File: src/rtl/mux_arb_n.sv
// N-input registered multiplexer with per-lane valid/ready handshakes.
// Supports fixed-select and round-robin arbitration. The output register adds one stage and can drain and reload in the same cycle.
module mux_arb_n #(
    parameter int WIDTH     = 32,
    parameter int SEL_WIDTH = 2,
    localparam int NUM_IN   = 2 ** SEL_WIDTH
) (
    input  logic                    Clk,
    input  logic                    Reset,
    input  logic [NUM_IN*WIDTH-1:0] MuxIn,
    input  logic [NUM_IN-1:0]       InValid,
    output logic [NUM_IN-1:0]       InReady,
    input  logic [SEL_WIDTH-1:0]    Select,
    input  logic                    Mode,
    output logic [WIDTH-1:0]        MuxOut,
    output logic [SEL_WIDTH-1:0]    OutSel,
    output logic                    OutValid,
    input  logic                    OutReady
);

    logic [WIDTH-1:0]     lane [NUM_IN];
    logic [SEL_WIDTH-1:0] rr_idx [NUM_IN];
    logic [NUM_IN-1:0]    rot_valid;
    logic [SEL_WIDTH-1:0] rr_off;
    logic [SEL_WIDTH-1:0] rr_cand;

    logic [SEL_WIDTH-1:0] cand;
    logic                 grant_valid;
    logic                 load_en;
    logic                 take;

    logic [WIDTH-1:0]     out_data_reg, out_data_next;
    logic [SEL_WIDTH-1:0] out_sel_reg, out_sel_next;
    logic                 out_valid_reg, out_valid_next;
    logic [SEL_WIDTH-1:0] ptr_reg, ptr_next;

    // Unpack lanes and view the valid vector rotated so that the pointer lane sits at offset 0.
    generate
        for (genvar gi = 0; gi < NUM_IN; gi++) begin : g_lane
            assign lane[gi]      = MuxIn[gi*WIDTH +: WIDTH];
            assign rr_idx[gi]    = ptr_reg + SEL_WIDTH'(gi);
            assign rot_valid[gi] = InValid[rr_idx[gi]];
        end
    endgenerate

    // Lowest set offset in the rotated view is the first valid lane at or after the pointer.
    always_comb begin
        rr_off = '0;
        for (int k = NUM_IN - 1; k >= 0; k--) begin
            if (rot_valid[k]) begin
                rr_off = SEL_WIDTH'(k);
            end
        end
    end

    assign rr_cand = ptr_reg + rr_off;

    always_comb begin
        if (Mode) begin
            cand        = rr_cand;
            grant_valid = |InValid;
        end else begin
            cand        = Select;
            grant_valid = InValid[Select];
        end
    end

    assign load_en = !out_valid_reg || OutReady;
    assign take    = load_en && grant_valid && !Reset;
    assign InReady = take ? (NUM_IN'(1) << cand) : '0;

    always_comb begin
        out_data_next  = out_data_reg;
        out_sel_next   = out_sel_reg;
        out_valid_next = out_valid_reg;
        ptr_next       = ptr_reg;
        if (load_en) begin
            if (grant_valid) begin
                out_data_next  = lane[cand];
                out_sel_next   = cand;
                out_valid_next = 1'b1;
                if (Mode) begin
                    ptr_next = cand + SEL_WIDTH'(1);
                end
            end else begin
                // Empty slot: data and lane index keep their last values.
                out_valid_next = 1'b0;
            end
        end
    end

    always_ff @(posedge Clk or posedge Reset) begin
        if (Reset) begin
            out_data_reg  <= '0;
            out_sel_reg   <= '0;
            out_valid_reg <= 1'b0;
            ptr_reg       <= '0;
        end else begin
            out_data_reg  <= out_data_next;
            out_sel_reg   <= out_sel_next;
            out_valid_reg <= out_valid_next;
            ptr_reg       <= ptr_next;
        end
    end

    assign MuxOut   = out_data_reg;
    assign OutSel   = out_sel_reg;
    assign OutValid = out_valid_reg;

endmodule

File: config.mk
export PLATFORM = sky130hd
export DESIGN_NAME = mux_arb_n
export DESIGN_NICKNAME = d
export VERILOG_FILES = /design/src/rtl/mux_arb_n.sv
export SDC_FILE = /design/constraint.sdc
export NUM_CORES = 1
export LEC_CHECK = 0
export BUFFER_PORTS_ARGS = -buffer_cell sky130_fd_sc_hd__buf_2
export CAP_MARGIN = 20
export CORE_ASPECT_RATIO = 0.9
export CORE_UTILIZATION = 35
export DETAILED_ROUTE_END_ITERATION = 8
export GPL_TIMING_DRIVEN = 0
export PLACE_DENSITY_LB_ADDON = 0.12
export SLEW_MARGIN = 15
export SYNTH_ARGS = -nofsm -noshare
export SYNTH_HDL_FRONTEND = slang
export SYNTH_SLANG_ARGS = --single-unit
File: constraint.sdc
create_clock -name Clk -period 3.5 [get_ports Clk]
set_clock_uncertainty 0.1 [all_clocks]
set_input_delay 0.7 -clock Clk [delete_from_list [all_inputs] [get_ports Clk]]
set_output_delay 0.7 -clock Clk [all_outputs]
set_load 0.01 [all_outputs]
### Word level (Yosys, flattened, before mapping)

Index checks and enable logic that the tools add are counted.

* flip-flop bits (word level): 37
* output and inout port bits: 39
* word-level logic and storage cells: 46
* bits of input ports: 138

* multiplexer cells: 21
* reduce and logical (&&, ||, !) cells: 8
* bitwise logic cells: 1
* shift-type cells: 1
* $lt $le $gt $ge: 6
* add/sub/neg operators: 5

Operators with widths (count)
* 32-bit binary-select mux with 2-bit select: 1
* 32-bit two-way mux: 2
* 2-bit by 3-bit less-than comparator with 1-bit output, second input constant: 5
* 1-bit binary-select mux with 2-bit select: 5
* 2-bit two-way mux: 5
* 1-bit two-way mux: 7
* 2-bit by 1-bit adder with 2-bit output, second input constant: 2
* 2-bit adder, second input constant: 2
* 4-bit two-way mux: 1
* 4-bit OR reduction: 1
* 1-bit by 2-bit << shifter with 4-bit output, first input constant: 1
* 3-bit greater-or-equal comparator, second input constant: 1
* 2-bit NOT with 3-bit output: 1
* 3-bit AND reduction: 1
* 2-bit adder: 1
* 1-bit logical AND: 2
* 1-bit logical NOT: 2
* 2-bit AND reduction: 1
* 1-bit logical OR: 1

### Logic depth before layout (Yosys ltp)

Gate-level depths: netlist (run 1).

* depth after elaboration: 13
* depth in mapped cells: 12
* mapped depth without buffers: 11

### Least setup slack after synthesis (run 1)

No wires, ideal clock.

* path kind: input-to-output
* start point: input InValid[0]
* end point: output InReady[0]
* arrival time: 2.782 ns
* path slack: -0.082 ns
* stages on the path: 10
* path through: buf_4 or4_1 o2111ai_1 ha_1 xnor2_1 and2_2 mux2_4 buf_6 nor2_1 nor4_1

* longest elaborated chain between the ends: 10

RTL lines
* start: declaration: line 11 `input logic [NUM_IN-1:0] InValid,`
* 1-bit binary-select mux with 2-bit select: line 42 `assign rot_valid[gi] = InValid[rr_idx[gi]];`
* 1-bit two-way mux (implied by the code): line 42
* 2-bit two-way mux (4 in a row): line 50 `if (rot_valid[k]) begin`
* 2-bit adder: line 56 `assign rr_cand = ptr_reg + rr_off;`
* 2-bit two-way mux: line 59 `if (Mode) begin`
* 1-bit by 2-bit << shifter with 4-bit output: line 70 `assign InReady = take ? (NUM_IN'(1) << cand) : '0;`
* 4-bit two-way mux *: line 70
* end: declaration: line 12 `output logic [NUM_IN-1:0] InReady,`

Every way passes the cells marked *; elsewhere a longest branch is shown, timed or not. The select of a mux whose other input is x is not followed.

### Worst setup path in the final report (run 1)

* start point: input InValid[1]
* end point: output InReady[1]

Same word-level chain as after synthesis.

==> results of run 1 <==
==> layer usage <==
layer | vias up | global-route usage [%]
met5 | - | 0
met4 | 0 | 6.11
met3 | 8 | 3.21
met2 | 129 | 36.0
met1 | 1449 | 28.8
li1 | 1497 | -
==> power breakdown <==
group | internal (mW) | switching [mW]
Clock | 0.232 | 0.174
Sequential | 0.619 | 0.126
Combinational | 0.914 | 0.961
Total | 1.77 | 1.26
==> cells in the final DEF (no fill, tap or decap), drive strengths merged, types with 2 or more instances in the layout <==
| master | Yosys | layout |
|---|---|---|
| dfrtp | 37 | 37 |
| clkbuf | 5 | 11 |
| a31oi | 33 | 33 |
| o211ai | 2 | 2 |
| nor2 | 10 | 10 |
| ha | 2 | 2 |
| o21ai | 35 | 35 |
| nand2 | 4 | 4 |
| xnor2 | 2 | 2 |
| nand3 | 2 | 2 |
| buf | 27 | 208 |
| o32ai | 2 | 2 |
| mux2i | 65 | 65 |
| nor4 | 4 | 4 |
| a22o | 33 | 33 |
| nand2b | 3 | 3 |
| mux2 | 2 | 2 |
| or2 | 2 | 2 |
| a21oi | 2 | 2 |
| inv | 4 | 4 |
==> through the flow <==
| step | setup TNS (ns) | hold WS (ns) | cells | power [mW] | setup WS, ns |
|---|---|---|---|---|---|
| floorplan | 0 | 0.412 | 289 | 1.96 | 0.0302 |
| global placement | -0.810 | 0.361 | 561 | 2.49 | -0.280 |
| detailed placement | -0.840 | 0.371 | 562 | 2.52 | -0.287 |
| CTS | -0.0584 | 0.390 | 573 | 2.96 | -0.0584 |
| global route | 0 | 0.415 | 577 | 3.24 | 0.00493 |
| finish | 0 | 0.383 | 577 | 3.03 | 0.0820 |
==> final timing paths <==
| kind | from | to | depth (start not counted) |
|---|---|---|---|
| hold reg to reg | OutSel[0]$_DFFE_PP0N_ | OutSel[0]$_DFFE_PP0N_ | 2 |
| min in group asynchronous | Reset | OutSel[1]$_DFFE_PP0N_ | 2 |
| setup reg to reg | ptr_reg[0]$_DFFE_PP0P_ | MuxOut[0]$_DFFE_PP0N_ | 10 |
| max in group asynchronous | Reset | MuxOut[29]$_DFFE_PP0N_ | 3 |
| setup / recovery | InValid[1] | InReady[1] | 12 |
| hold / removal | OutSel[0]$_DFFE_PP0N_ | OutSel[0]$_DFFE_PP0N_ | 2 |
==> synthesized netlist by cell type, types with 3 or more instances <==
master | number | area, um^2
mux2i_1 | 64 | 641
dfrtp_1 | 37 | 926
a22o_1 | 33 | 289
a31oi_1 | 33 | 206
o21ai_0 | 28 | 140
buf_2 | 14 | 70.1
nor2_1 | 9 | 33.8
buf_6 | 7 | 78.8
o21ai_1 | 7 | 35.0
buf_4 | 5 | 37.5
inv_1 | 4 | 15.0
clkbuf_8 | 3 | 41.3
nand2_1 | 3 | 11.3
nand2b_1 | 3 | 18.8
==> repair_timing <==
item	CTS	global route
resized for setup	2	3
setup endpoints to repair	4	4
setup buffers	5	4
pin swaps	2	5
==> cell type report <==
| type | count | area, um^2 |
|---|---|---|
| Clock buffer | 6 | 82.6 |
| Tap cell | 99 | 124 |
| Fill cell | 782 | 3900 |
| Buffer | 30 | 234 |
| Sequential cell | 37 | 926 |
| Clock inverter | 2 | 37.5 |
| Inverter | 4 | 15.0 |
| Multi-Input combinational cell | 216 | 1830 |
| Timing Repair Buffer | 183 | 961 |
==> tightest hold or removal path, delay by kind of cell, from the launching register on <==
kind	cells	cell delay [ns]
AOI/OAI and AO/OA	1	0.06
and+or+nand+nor	1	0.04
DFF	1	0.34
==> cell families (layout without fill, tap and decap cells) <==
logic type,count (synthesis),after routing,synth area share (%)
AND/OR/NAND/NOR,31,31,6.51
AO/OA/AOI/OAI,113,113,27.2
multiplexers,68,68,24.3
buffers and inverters,36,225,9.02
flip-flops,37,37,31.5
XOR/XNOR,2,2,0.596
adder cells (fa/ha/maj),2,2,0.851
==> flow_summary.ini, run 1 <==
[sta]
fin_crit_sh_pct = 97.7
period_minus_slack_ns = 3.42
hold_viol = 0
rsz0062_at_grt = no
tightest_slew_ns = 0.643
slew_violations = 0
final-setup-viol-count = 0
max_freq_ghz = 0.293
relSlewSlack_pct = 56.5

[yosys]
syn_avg_cell_area_um2 = 10.2
dominantRegCellSynth = dfrtp_1
async_flop_share_pct = 100
yosysWarnings = 0
synthesis.area_um2 = 2940
synth-seq-cells = 37
syn_nets = 429
syn-instance-count = 289
synth.distinct_cells = 46
synth-edff-count = 0
yosysSeqAreaShare_pct = 31.5

[drt]
num_vias = 3083
ant_nets = 0
vias_per_cell = 5.34
top_layer = met4
wl_met2_mm = 4.42
drt_iter0_markers = 95
wl_met1_mm = 4.41
wl_per_cell_um = 16.3
drt-pass1-iter-count = 4
drc_errors = 0
route.met3.wl_um = 500
routed_wirelength_mm = 9.42

[finish]
largest_reg_flops = 32
layout-drive-gt1-share_pct = 50.4
antenna_cells = 0
area_growth_pct = 43.1
utilization_pct = 51.9
fin_nets = 617
final_area_um2 = 4210

[die]
num_io_pins = 177
start_util_pct = 36.3
die_h_um = 89.0
core_um2 = 8110
dieArea_um2 = 8770
row_count = 31
die_w_um = 98.6

[worst_setup_path]
crit_path_frequent_cell = buf_2
start_kind = primary input
cpMaxStageDelayCell = mux2_4
critPathBufInv = 3
cp_top_family = simple AND/OR/NAND/NOR gates
crit_path_max_incr_delay_ns = 0.27
endpoint_kind = output pin
criticalPathCategory = in2out
worstPathMaxFanout = 7
reg2reg_setup_slack_ns = 0.29
worstPathArrival_ns = 2.62
crit_required_ns = 2.70
cp_cell_sequence = buf_2 > inv_1 > nor3_1 > a31oi_1 > o2111ai_4 > ha_4 > xnor2_4 > and2_4 > mux2_4 > nor2_1 > nor4_2 > buf_2

[pwr]
ir_drop_mv = 0.281
cellLeakagePower_nw = 2.19
power_density_nw_per_um2 = 719

[placed_design]
gp_congestion = 0.752
portBuffers = 173
place_area_um2 = 4000
dp_hpwl_mm = 7.02

[global_routing]
grt_pass1_wl_mm = 14.6
grt_usage_pct = 21.3
grt_pass1_vias = 2932
overflow = 0
grt_max_degree = 21
antenna_found_initial = 0

[clocking]
htree_levels = 2
numCtsBuffers = 5
clock-root-buffer = clkbuf_8
cts_tree = yes
clock_latency_ns = 0.29
clk_pin_slew_ns = 0.08
holdBufCountCts = 0
clockBufferDepth = 2
clkSinkCount = 37

[outcome]
run_status = finished clean

[job]
drv_cap = 0

[min_path]
holdCritPathClass = reg2reg
No activity file was read; power rests on OpenSTA's default activity.
==> inputs of run 2 (changes only) <==
Settings changed: RECOVER_POWER set to 50.
==> run 2 against run 1 <==
Net effect: routed wire length grew 0.12%; cell count is the same; die area is the same; register-to-register slack about the same; clock power barely moved; worst hold slack improved by 0.0043 ns; largest cell class unchanged.
==> flow_summary.ini, run 2 (same netlist as run 1, synthesis figures left out) <==
[pwr]
swShare_pct = 42.2
ir_drop_mv = 0.283
power_density_nw_per_um2 = 722
p_total_mw = 3.00
pwr-share-seq_pct = 24.9
combPwrFrac_pct = 61.6
p_sw_mw = 1.27
p_int_mw = 1.74
p_clk_share_pct = 13.5
cellLeakagePower_nw = 2.13

[worst_setup_path]
start_kind = primary input
worstPathArrival_ns = 2.62
r2r_end = MuxOut[0]$_DFFE_PP0N_
crit_required_ns = 2.70
endpoint_kind = output pin
reg2reg_setup_slack_ns = 0.29
worstPathMaxFanout = 7
criticalPathCategory = in2out
r2r_start = ptr_reg[0]$_DFFE_PP0P_
reg2reg_depth = 10

[clocking]
clk_pin_slew_ns = 0.08
clock_latency_ns = 0.29
clkSinkCount = 37
htree_levels = 2
clock-root-buffer = clkbuf_8
clockBufferDepth = 2
holdBufCountCts = 0
cts_tree = yes
numCtsBuffers = 5

[sta]
fin_crit_sh_pct = 97.7
final.setup.worst_slack_ns = 0.0821
tns_ns = 0
hold_viol = 0
relSlewSlack_pct = 32.5
period_minus_slack_ns = 3.42
max_freq_ghz = 0.293
final-setup-viol-count = 0
slew_violations = 0
tightest_slew_ns = 1.01
rsz0062_at_grt = no

[drt]
drc_errors = 0
vias_per_cell = 5.35
num_vias = 3087
routed_wirelength_mm = 9.44
drt_iter0_markers = 100
ant_nets = 0
drt-pass1-iter-count = 4
wl_per_cell_um = 16.4

[global_routing]
antenna_found_initial = 0
grt_pass1_wl_mm = 14.6
overflow = 0
grt_max_degree = 21
grt_usage_pct = 21.3
grt_pass1_vias = 2932

[finish]
final_cell_mix = buf_2 (168), mux2i_1 (64), dfrtp_1 (37)
ff_latch_area_um2 = 926
fin_nets = 617
final_common_cell = buf_2
largest_reg_flops = 32
layout-drive-gt1-share_pct = 46.2
antenna_cells = 0
area_growth_pct = 41.5
fillCellCount = 794
multi_input_area_um2 = 1830
final_cell_count_no_fill = 577
utilization_pct = 51.3

[min_path]
hold_path_depth = 2
min_from = OutSel[0]$_DFFE_PP0N_
holdCritPathClass = reg2reg
hold_end = OutSel[0]$_DFFE_PP0N_

[die]
start_util_pct = 36.3
die_w_um = 98.6
row_count = 31
die_h_um = 89.0
dieArea_um2 = 8770
num_io_pins = 177
core_um2 = 8110

[placed_design]
pre_cts_ws_ns = -0.287
dp_hpwl_mm = 7.02
portBuffers = 173
gp_congestion = 0.752
dp_cells = 562

[outcome]
run_status = finished clean

[job]
drv_cap = 0
run 2: changes by cell type in the layout (fill, tap and decap cells not counted), sizes merged:
| cell | before | now |
|---|---|---|
| clkbuf | 11 | 30 |
| buf | 208 | 189 |
run 2: cell type report:
class	instances	share of cell area [%]
timing repair buffer	183	22.0
clock buffer	6	1.98
inverter	4	0.361
sequential	37	22.3
multi-input combinational	216	43.9
clock inverter	2	0.902
buffer	30	5.62
tap	99	2.98
run 2: power groups by stage:
stage | sequential (mW) | clock [mW] | combinational, mW
3_5_place_dp | 0.746 | 0 | 1.77
6_report | 0.749 | 0.405 | 1.85
4_1_cts | 0.739 | 0.407 | 1.81
5_1_grt | 0.777 | 0.430 | 2.01
3_3_place_gp | 0.745 | 0 | 1.75
2_1_floorplan | 0.826 | 0 | 1.14
run 2: how the worst max path moves through the flow:
stage / to / cells after the start / startpoint
floorplan: InReady[2] / 10 / InValid[2]
global placement: InReady[2] / 12 / InValid[1]
detailed placement: InReady[2] / 12 / InValid[1]
CTS: InReady[2] / 11 / ptr_reg[0]$_DFFE_PP0P_
global route: InReady[1] / 12 / InValid[1]
finish: InReady[1] / 12 / InValid[1]
run 2: worst max-delay path: stages:
cell	delay (ns)
buf_2	0.14
inv_1	0.08
nor3_1	0.05
a31oi_1	0.26
o2111ai_4	0.16
ha_4	0.22
xnor2_4	0.14
and2_4	0.19
mux2_4	0.27
nor2_1	0.18
nor4_2	0.07
buf_2	0.15
run 2: routing by layer:
layer,share of wire [%],track usage (%),up-vias,routed length (um)
met4,0.98,6.11,0,92
met2,47,36.0,127,4440
met5,0,0,-,0
met3,5.2,3.21,9,490
li1,-,-,1496,-
met1,47,28.8,1455,4410
run 2: what timing repair did:
action                     CTS  global route
gates resized for setup      2             3
buffers inserted             5             4
setup endpoints to repair    4             4
pin swaps                    2             5
run 2: stage by stage:
| step | hold slack, ns | cell area (um^2) |
|---|---|---|
| 5_1_grt | 0.420 | 4160 |
| 4_1_cts | 0.390 | 4140 |
| 3_5_place_dp | 0.371 | 4000 |
| 3_3_place_gp | 0.361 | 3970 |
| 2_1_floorplan | 0.412 | 2980 |
| 6_report | 0.388 | 4160 |
==> inputs of run 3 (changes only) <==
--- a/constraint.sdc
+++ b/constraint.sdc
@@ -4,2 +4,2 @@
 set_output_delay 0.7 -clock Clk [all_outputs]
-set_load 0.01 [all_outputs]
+set_load 0.02 [all_outputs]
==> run 3 against run 2 <==
Net effect: global-route usage fell by 1.2 points; critical path type unchanged; fmax is 0.22% higher; clock-buffer cell count unchanged; cell count did not move; register-to-register slack better by 0.11 ns.
==> flow_summary.ini, run 3 (same netlist as run 1, synthesis figures left out) <==
[pwr]
p_clk_share_pct = 12.4
power_density_nw_per_um2 = 750
pwr-share-seq_pct = 23.7
p_sw_mw = 1.42
cellLeakagePower_nw = 2.13
p_int_mw = 1.75
ir_drop_mv = 0.361
swShare_pct = 44.8
combPwrFrac_pct = 63.9

[worst_setup_path]
criticalPathCategory = in2out
endpoint_kind = output pin
crit_required_ns = 2.70
worstPathArrival_ns = 2.61
start_kind = primary input
worstPathMaxFanout = 10

[finish]
area_growth_pct = 43.6
antenna_cells = 0
utilization_pct = 52.1
multi_input_area_um2 = 1870
final_cell_count_no_fill = 577
layout-drive-gt1-share_pct = 47.1
final_cell_mix = buf_2 (162), mux2i_1 (64), dfrtp_1 (37)
fin_nets = 617
largest_reg_flops = 32
final_common_cell = buf_2
ff_latch_area_um2 = 926
fillCellCount = 800

[clocking]
cts_tree = yes
clock-root-buffer = clkbuf_8
clockBufferDepth = 2
clock_latency_ns = 0.29
numCtsBuffers = 5
clkSinkCount = 37
clk_pin_slew_ns = 0.08
htree_levels = 2

[drt]
ant_nets = 0
drc_errors = 0
drt_iter0_markers = 61
routed_wirelength_mm = 9.25
num_vias = 3052
wl_per_cell_um = 16.0
vias_per_cell = 5.29
drt-pass1-iter-count = 4

[global_routing]
met2_usage_pct = 33.9
overflow = 0
grt_usage_pct = 20.2
grt_max_degree = 21
antenna_found_initial = 0
grt_util_met3_pct = 3.28
grt_pass1_vias = 2707
use_met1_pct = 27.9
grt_pass1_wl_mm = 13.7
busiest_layer = met2

[sta]
relSlewSlack_pct = 24.8
final.setup.worst_slack_ns = 0.0895
tns_ns = 0
slew_violations = 0
final-setup-viol-count = 0
fin_crit_sh_pct = 97.4
period_minus_slack_ns = 3.41
hold_viol = 0
max_freq_ghz = 0.293
tightest_slew_ns = 1.13

[die]
num_io_pins = 177
core_um2 = 8110
die_h_um = 89.0
start_util_pct = 36.3
row_count = 31
die_w_um = 98.6
dieArea_um2 = 8770

[outcome]
run_status = finished clean

[placed_design]
pre_cts_ws_ns = -0.294
dp_cells = 562
dp_hpwl_mm = 6.93
gp_congestion = 0.750
portBuffers = 173

[min_path]
holdCritPathClass = reg2reg

[job]
drv_cap = 0
[run 3: cell count changes in the layout (fill, tap and decap cells not counted), sizes merged]
cell,previous run,this run
buf,189,186
clkbuf,30,33
[run 3: per-layer routing]
layer	share of wire [%]	wire length (um)
met2	48	4410
met3	5.4	502
met1	46	4270
met5	0	0
met4	0.77	71
[run 3: metrics by stage]
step	total power, mW	cell area, um^2	hold slack, ns
after floorplan	2.12	3010	0.481
after global placement	2.65	4000	0.367
after detailed placement	2.68	4030	0.373
after CTS	3.18	4230	0.391
after global routing	3.36	4220	0.426
final	3.17	4220	0.387
[run 3: timing repair]
item,4_1_cts,5_1_grt
pin swaps,3,7
endpoints found under the setup margin,4,4
resized for setup,6,10
hold buffers,0,0
setup buffers,7,1
gates cloned,1,0
[run 3: path summary, 6_finish.rpt]
| path | start | to | slack, ns | cells past startpoint |
|---|---|---|---|---|
| worst max-delay path | InValid[2] | InReady[2] | 0.09 | 11 |
| worst min-delay path | OutSel[1]$_DFFE_PP0N_ | OutSel[1]$_DFFE_PP0N_ | 0.39 | 2 |
| worst max register to register | ptr_reg[0]$_DFFE_PP0P_ | MuxOut[9]$_DFFE_PP0N_ | 0.40 | 10 |
| worst min register to register | OutSel[1]$_DFFE_PP0N_ | OutSel[1]$_DFFE_PP0N_ | 0.39 | 2 |
| max in group asynchronous | Reset | MuxOut[0]$_DFFE_PP0N_ | 1.19 | 3 |
| min in group asynchronous | Reset | ptr_reg[0]$_DFFE_PP0P_ | 0.63 | 2 |
[run 3: critical path: stages]
cell and delay [ns]:
buf_8 0.12, or4_4 0.54, o2111ai_4 0.11, ha_4 0.20
xnor2_4 0.08, and2_4 0.17, mux2i_4 0.18, buf_8 0.13
nand2_4 0.06, nor4_4 0.13, buf_4 0.18
[run 3: final cells by class]
type / instances / share of cell area [%]
buffer: 30 / 5.72
clock buffer: 6 / 1.96
clock inverter: 2 / 0.889
inverter: 4 / 0.356
multi-input combinational: 216 / 44.4
sequential: 37 / 21.9
tap: 99 / 2.93
timing repair buffer: 183 / 21.8
[run 3: power groups by stage]
stage / sequential, mW / combinational [mW] / clock [mW]
floorplan: 0.966 / 1.16 / 0
global placement: 0.746 / 1.90 / 0
detailed placement: 0.751 / 1.93 / 0
CTS: 0.746 / 2.03 / 0.403
global route: 0.773 / 2.16 / 0.426
finish: 0.749 / 2.02 / 0.393
